## src/rtl/imem_loader.sv

```systemverilog
// rtl/imem_loader.sv - framed byte loader for a 16x8 instruction memory
//
// Purpose: receives a frame {HEADER, N, N data bytes, XOR checksum} from a
// byte producer, writes the data bytes into a 16-entry instruction memory
// and holds the CPU in reset until a frame has been fully verified.
//
// Ports:
//   clk          system clock, rising edge
//   rst          asynchronous active-low reset
//   start        begin a load session (honoured in IDLE, DONE, ERR only)
//   in_valid     producer has a byte on in_data
//   in_data      frame byte
//   in_ready     loader accepts a byte this cycle
//   rd_sel       CPU read address
//   instruction  combinational read data, mem[rd_sel]
//   cpu_hold     high while the CPU must be held in reset
//   done         last session loaded and checksum-verified
//   error        last session aborted
//   err_code     00 none, 01 bad header, 10 bad length, 11 checksum mismatch
//   count        data bytes written in the current/last session, 0..16
module imem_loader #(
  parameter logic [7:0] HEADER = 8'hA5
) (
  input  logic       clk,
  input  logic       rst,
  input  logic       start,
  input  logic       in_valid,
  input  logic [7:0] in_data,
  output logic       in_ready,
  input  logic [3:0] rd_sel,
  output logic [7:0] instruction,
  output logic       cpu_hold,
  output logic       done,
  output logic       error,
  output logic [1:0] err_code,
  output logic [4:0] count
);

  typedef enum logic [2:0] {
    IDLE,
    HDR,
    LEN,
    DATA,
    CSUM,
    DONE,
    ERR
  } state_t;

  state_t           state_q, state_d;
  logic [15:0][7:0] mem_q, mem_d;
  logic [4:0]       cnt_q, cnt_d;
  logic [4:0]       len_q, len_d;
  logic [7:0]       acc_q, acc_d;
  logic [1:0]       code_q, code_d;
  logic             accept;

  // Only the four frame-receiving states take bytes, so a start pulse in
  // IDLE/DONE/ERR can never collide with an accepted byte.
  assign in_ready    = (state_q == HDR) || (state_q == LEN) ||
                       (state_q == DATA) || (state_q == CSUM);
  assign accept      = in_valid && in_ready;

  assign instruction = mem_q[rd_sel];
  assign done        = (state_q == DONE);
  assign error       = (state_q == ERR);
  assign cpu_hold    = (state_q != DONE);
  assign err_code    = code_q;
  assign count       = cnt_q;

  always_comb begin
    state_d = state_q;
    mem_d   = mem_q;
    cnt_d   = cnt_q;
    len_d   = len_q;
    acc_d   = acc_q;
    code_d  = code_q;

    case (state_q)
      IDLE, DONE, ERR: begin
        if (start) begin
          state_d = HDR;
          mem_d   = '0;
          cnt_d   = 5'd0;
          len_d   = 5'd0;
          acc_d   = 8'h00;
          code_d  = 2'b00;
        end
      end

      HDR: begin
        if (accept) begin
          if (in_data == HEADER) begin
            state_d = LEN;
          end else begin
            state_d = ERR;
            code_d  = 2'b01;
          end
        end
      end

      LEN: begin
        if (accept) begin
          if ((in_data != 8'd0) && (in_data <= 8'd16)) begin
            len_d   = in_data[4:0];
            state_d = DATA;
          end else begin
            state_d = ERR;
            code_d  = 2'b10;
          end
        end
      end

      DATA: begin
        // cnt_q < len_q <= 16 here, so the low four bits index the memory
        // and the increment can never pass len_q.
        if (accept) begin
          mem_d[cnt_q[3:0]] = in_data;
          acc_d             = acc_q ^ in_data;
          cnt_d             = cnt_q + 5'd1;
          if ((cnt_q + 5'd1) == len_q) begin
            state_d = CSUM;
          end
        end
      end

      CSUM: begin
        if (accept) begin
          if (in_data == acc_q) begin
            state_d = DONE;
          end else begin
            state_d = ERR;
            code_d  = 2'b11;
          end
        end
      end

      default: begin
        state_d = IDLE;
      end
    endcase
  end

  always_ff @(posedge clk or negedge rst) begin
    if (!rst) begin
      state_q <= IDLE;
      mem_q   <= '0;
      cnt_q   <= 5'd0;
      len_q   <= 5'd0;
      acc_q   <= 8'h00;
      code_q  <= 2'b00;
    end else begin
      state_q <= state_d;
      mem_q   <= mem_d;
      cnt_q   <= cnt_d;
      len_q   <= len_d;
      acc_q   <= acc_d;
      code_q  <= code_d;
    end
  end

endmodule

```

## config.mk

```make
export PLATFORM = sky130hd
export DESIGN_NAME = imem_loader
export DESIGN_NICKNAME = d
export VERILOG_FILES = /design/src/rtl/imem_loader.sv
export SDC_FILE = /design/constraint.sdc
export NUM_CORES = 1
export LEC_CHECK = 0
export ABC_AREA = 1
export BUFFER_PORTS_ARGS = -buffer_cell sky130_fd_sc_hd__buf_2
export CORE_ASPECT_RATIO = 0.9
export CORE_MARGIN = 5
export CORE_UTILIZATION = 42
export CTS_CLUSTER_DIAMETER = 80
export DETAILED_ROUTE_END_ITERATION = 10
export PLACE_DENSITY = 0.62
export SETUP_SLACK_MARGIN = 0.1
export SYNTH_ARGS = -nofsm -noshare
export SYNTH_HDL_FRONTEND = slang
export SYNTH_SLANG_ARGS = --single-unit
```

## constraint.sdc

```tcl
create_clock -name clk -period 4.71 [get_ports clk]
set_input_delay 1.1775 -clock clk [delete_from_list [all_inputs] [get_ports clk]]
set_output_delay 1.1775 -clock clk [all_outputs]
set_load 0.005 [all_outputs]
```

## Word level (Yosys, flattened, before mapping)

Index checks and enable logic that the tools add are counted.

| operators by class | value |
|---|---|
| add/sub/neg operators | 1 |
| order comparisons | 4 |
| eq/ne operators | 20 |
| muxes and demuxes | 35 |
| bitwise gates (word level) | 1 |
| reductions and logical operators | 16 |

Operator list:

| kind | number |
|---|---|
| $mux W128 | 2 |
| $pmux W128 S2 | 1 |
| $bwmux W128 | 1 |
| $bmux W8 S4 | 1 |
| $demux W8 S4 | 1 |
| $mux W8 | 4 |
| $mux W3 | 8 |
| $mux W5 | 4 |
| $pmux W5 S2 | 2 |
| $mux W2 | 8 |
| $ne A2 B2 Y1 const B | 8 |
| $pmux W8 S2 | 1 |
| $pmux W3 S5 | 1 |
| $lt A4 B5 Y1 const B | 2 |
| $eq A3 B3 Y1 const B | 3 |
| $eq A8 B8 Y1 | 1 |
| $eq A8 B8 Y1 const B | 1 |
| $le A8 B5 Y1 const B | 1 |
| $pmux W2 S4 | 1 |
| $reduce_and A8 Y1 | 1 |
| $reduce_bool A8 Y1 | 1 |
| $xor A8 B8 Y8 | 1 |
| $eq A3 B2 Y1 const B | 2 |
| $reduce_and A6 Y1 | 1 |
| other kinds (14) | 20 |

| word-level totals | value |
|---|---|
| register bits | 151 |
| input port bits | 16 |
| output and inout bits | 19 |

## Logic depth before layout (Yosys ltp)

| depth | value |
|---|---|
| depth after elaboration | 7 |
| mapped depth | 13 |

## Worst setup path before layout

OpenSTA, ideal clock, no wires.

| path | value |
|---|---|
| kind | input to output |
| start | input rd_sel[0] |
| end | output instruction[7] |
| arrival time | 2.103 ns |
| data required time | 3.533 ns |
| path slack | 1.430 ns |
| stages | 6 |
| buffers on the path | 2 |
| cell sequence | clkbuf_1 > clkbuf_1 > o21ai_0 > o221ai_1 > o211ai_1 > nand2_1 |

| on the way | value |
|---|---|
| word-level cells in the longest chain between the ends | 2 |

Ends and longest elaborated chain:

| item | line | text |
|---|---|---|
| start: declaration | 30 | `input logic [3:0] rd_sel,` |
| $bmux W8 S4 | 63 | `assign instruction = mem_q[rd_sel];` |
| $mux W8 (not written as such) | 63 |  |
| end: declaration | 31 | `output logic [7:0] instruction,` |

Every way passes these cells. The select of a mux whose other input is x is not followed.

## Worst setup path after layout

| path | value |
|---|---|
| start | input rd_sel[1] |
| end | output instruction[3] |

Same word-level chain as after synthesis.

==> summary.md <==
| Metric | Value |
|---|---|
| Worst setup path start | rd_sel[1] |
| Critical path, cell by cell | buf_2 -> inv_1 -> o21ai_0 -> o22ai_1 -> o211ai_1 -> nand2_1 -> buf_2 |
| CP Capture Type | primary output |
| Fin Setup TNS | 0 ps |
| Dpl cell area | about 0.0082 mm2 |
| Synth Register Bits | ~150 |
| Die Width | 154 um |
| Layout Nets | 1052 |
| Fin. Hold Viols | 0 |
| Worst-Margin Slew | 1050 ps |
| Post-Synth Adder-Cell Area | 0.00637 |
| CP max stage cell | inv_1 |
| Starting Density | 0.427 |
| Worst hold path class | register to register |
| Relative slew slack | 0.294 |
| CTS buffer count | 17 |
| Syn Std Cell Area | 0.00786 mm2 |
| Sequential fraction of the synthesis area | 0.481 |
| Core ar. | roughly 0.018 mm2 |
| Vias in the first global route | 6360 |
| Syn_nets | 1033 |
| Most common cell after layout, fill and taps aside | nand2_1 |
| Cell-internal power | approximately 2.8 mW |
| Die footprint | 0.0215 mm2 |
| Post-DP HPWL | 15300 um |
| H-tree depth | 4 |
| Main combinational cell family by area after synthesis | simple AND/OR/NAND/NOR gates |
| Min cycle time layout | 3960 ps |
| Total number of vias | 6899 |
| Clk slew on worst S/H paths | 60 ps |
| Share of total power in the clock network | 0.358 |
| CP Depth | 7 |
| Setup Slack @ Placement | 823 ps |
| Critical Path End | instruction[3] |
| CTS tree | built |
| Post-Synth Simple-Gate Area | 0.338 |
| CP most frequent cell | buf_2 |
| RSZ-0062 raised after global routing | no |
| DR pass1 iterations | 6 |
| Setup CP Type | primary input to primary output |
| Status | finished, final reports clean |
| Antenna diodes | 0 |
| Boundary Pins | 35 |
| Critical Path AT | roughly 2800 ps |
| Leakage | 4.71 nW |
| YS warnings | 0 |
| Power per cell area | 503 mW/mm2 |
| Post-Synthesis Mean Instance Area | 7.76 um2 |
| Post-synthesis xor/xnor area fraction | 0.00334 |
| Grt total ovfl | 0 |
| Max Clock Freq | 253 MHz |
| Post-Syn Instances | 1013 |
| Hold-fix buffers, CTS | 0 |
| Routed Antenna Nets | 0 |
| Max_cap viols | 0 |
| Period utilization | 0.840 |
| Worst r2r src | state_q[2] |
| Root Buffer | clkbuf_16 |
| Most frequent cells in the layout | 466 x nand2_1, 151 x dfrtp_1, 90 x nor2_1 |
| Final clock skew | 8.81 ps |
| CP max stage delay | 650 ps |
| Required time worst endpoint | 3530 ps |
| Worst skew pair latency | 430 ps |
| Critical path buffer and inverter count | 3 |
| Seq pwr share | 0.332 |
| First-pass GRT wire length | about 37000 um |
| DIE HEIGHT | 140 um |
| Crit path max fanout | 32 |
| Iter 0 DRT Violations | 706 |
| Comb pwr share | 0.310 |
| Worst Setup Start Kind | primary input |
| Switching pwr | around 1.7 mW |
| Synth Area in Compound Gates | 0.121 |
| R2r endpoint | mem_q[108] |
| Largest net degree at the start of global routing | 95 |
| P&R area growth vs syn | 12.8% |
| Mux cell area share after synthesis | 0 |
| Share of layout cells above drive strength 1 | 0.121 |
| CTS Sinks | 151 |
| Distinct cells, synth | 29 |
| Total Wirelength | 23100 um |
| Final setup vio count | 0 |
| Routed length per instance | ~18 um |
| Worst Reg-to-Reg Cells | 9 |
| Row cnt | 47 |
| Post-CTS Resized | 0 |
| Slew Limit Fails | 0 |
| Routability cong. | 0.925 |
| IO Port Bufs | 34 |
| Setup WS post-layout | 752 ps |
| DRC | 0 |
| Total GRT Usage | 0.218 |
| Vias per cell | 5.35 |
| FF-to-FF setup slack | 2040 ps |
| Sw frac | 0.373 |
| Fin area | 0.00887 mm2 |
| Initial antenna violation count | 0 |
| Clock tree buffer depth | 2 |
| Post-CTS setup buffer count | 0 |
| Critical path's top delay family | buffers and inverters |
| Worst vdd ir | 0.261 mV |
## how the worst min path moves through the flow
| stage | from | end | slack [ps] | depth (start not counted) |
|---|---|---|---|---|
| 2_1_floorplan | mem_q[112] | mem_q[112] | 440 | 2 |
| 3_3_place_gp | mem_q[42] | mem_q[42] | 450 | 2 |
| 3_5_place_dp | err_code[1] | err_code[1] | 460 | 2 |
| 4_1_cts | err_code[1] | err_code[1] | 470 | 2 |
| 5_1_grt | mem_q[52] | mem_q[52] | 490 | 2 |
| 6_report | err_code[1] | err_code[1] | 470 | 2 |
## per-stage QoR
| stage | std cells | utilization | total power [mW] | hold slack [ps] |
|---|---|---|---|---|
| 2_1_floorplan | 1013 | - | 2.55 | 437 |
| 3_3_place_gp | 1258 | 0.444 | 2.87 | 452 |
| 3_5_place_dp | 1258 | 0.444 | 2.88 | 455 |
| 4_1_cts | 1290 | 0.482 | 4.48 | 471 |
| 5_1_grt | 1290 | 0.482 | 4.69 | 490 |
| 6_report | 1290 | 0.482 | 4.46 | 468 |
## state kept, by name, indices dropped and copies added (netlist names)
register / cells
state_q: 3
count: 5
mem_q: 128
err_code: 2
len_q: 5
acc_q: 8
## routing by layer
layer	global-route usage	wire length [um]	share of wire
met1	0.318	10500	0.46
met2	0.321	10400	0.45
met3	0.0509	1550	0.067
met4	0.0692	554	0.024
met5	0	0	0
## cells by family after synthesis
family,count (synthesis)
flops,151
simple gates,629
buf+inv,87
compound gates,139
xor+xnor,3
fa+ha+maj,4
## power by group through the flow
stage                     Combinational (mW)  Sequential, mW  Clock [mW]
after detailed placement                1.38            1.50           0
after floorplan                         1.09            1.46           0
after global routing                    1.53            1.49        1.67
final                                   1.38            1.48        1.60
after global placement                  1.37            1.50           0
after CTS                               1.38            1.48        1.62
## cell usage after synthesis
master    number  share of area
nand3_1       23          0.015
buf_2          4         0.0025
nand4_1        6         0.0048
nand2_2       20          0.016
o21ai_0       69          0.044
nor2_1        90          0.043
nand3_2        3         0.0038
inv_2          5         0.0024
o21ai_1       10         0.0064
nor2_8         7          0.018
nor2_2         5         0.0040
o21ai_4       11          0.023
o211ai_1       8         0.0076
buf_4         11          0.011
inv_4          1        0.00080
o221ai_1      24          0.027
nor3_4         1         0.0021
dfrtp_1      151           0.48
buf_12         1         0.0025
xnor2_1        3         0.0033
o22ai_1       17          0.014
clkbuf_1      23          0.011
nand3_4        2         0.0045
buf_6          1         0.0014
nor3_1         4         0.0025
ha_1           4         0.0064
inv_1         41          0.020
nand2_1      466           0.22
nand3b_1       2         0.0019
## worst min-delay path, cell delays in order, from the launching register on
cell and delay [ps]:
dfrtp_1 340, nand2_1 50, nand2_1 40
## final cells by class
type | instances | area (um2)
multi-input cells | 775 | 3680
flip-flops and latches | 151 | 3780
clock inverters | 11 | 218
clock buffers | 21 | 470
inverters | 47 | 179
repair buffers | 40 | 234
fillers | 1766 | 9540
well taps | 245 | 307
Note: power is estimated with default switching activity, not from simulation.
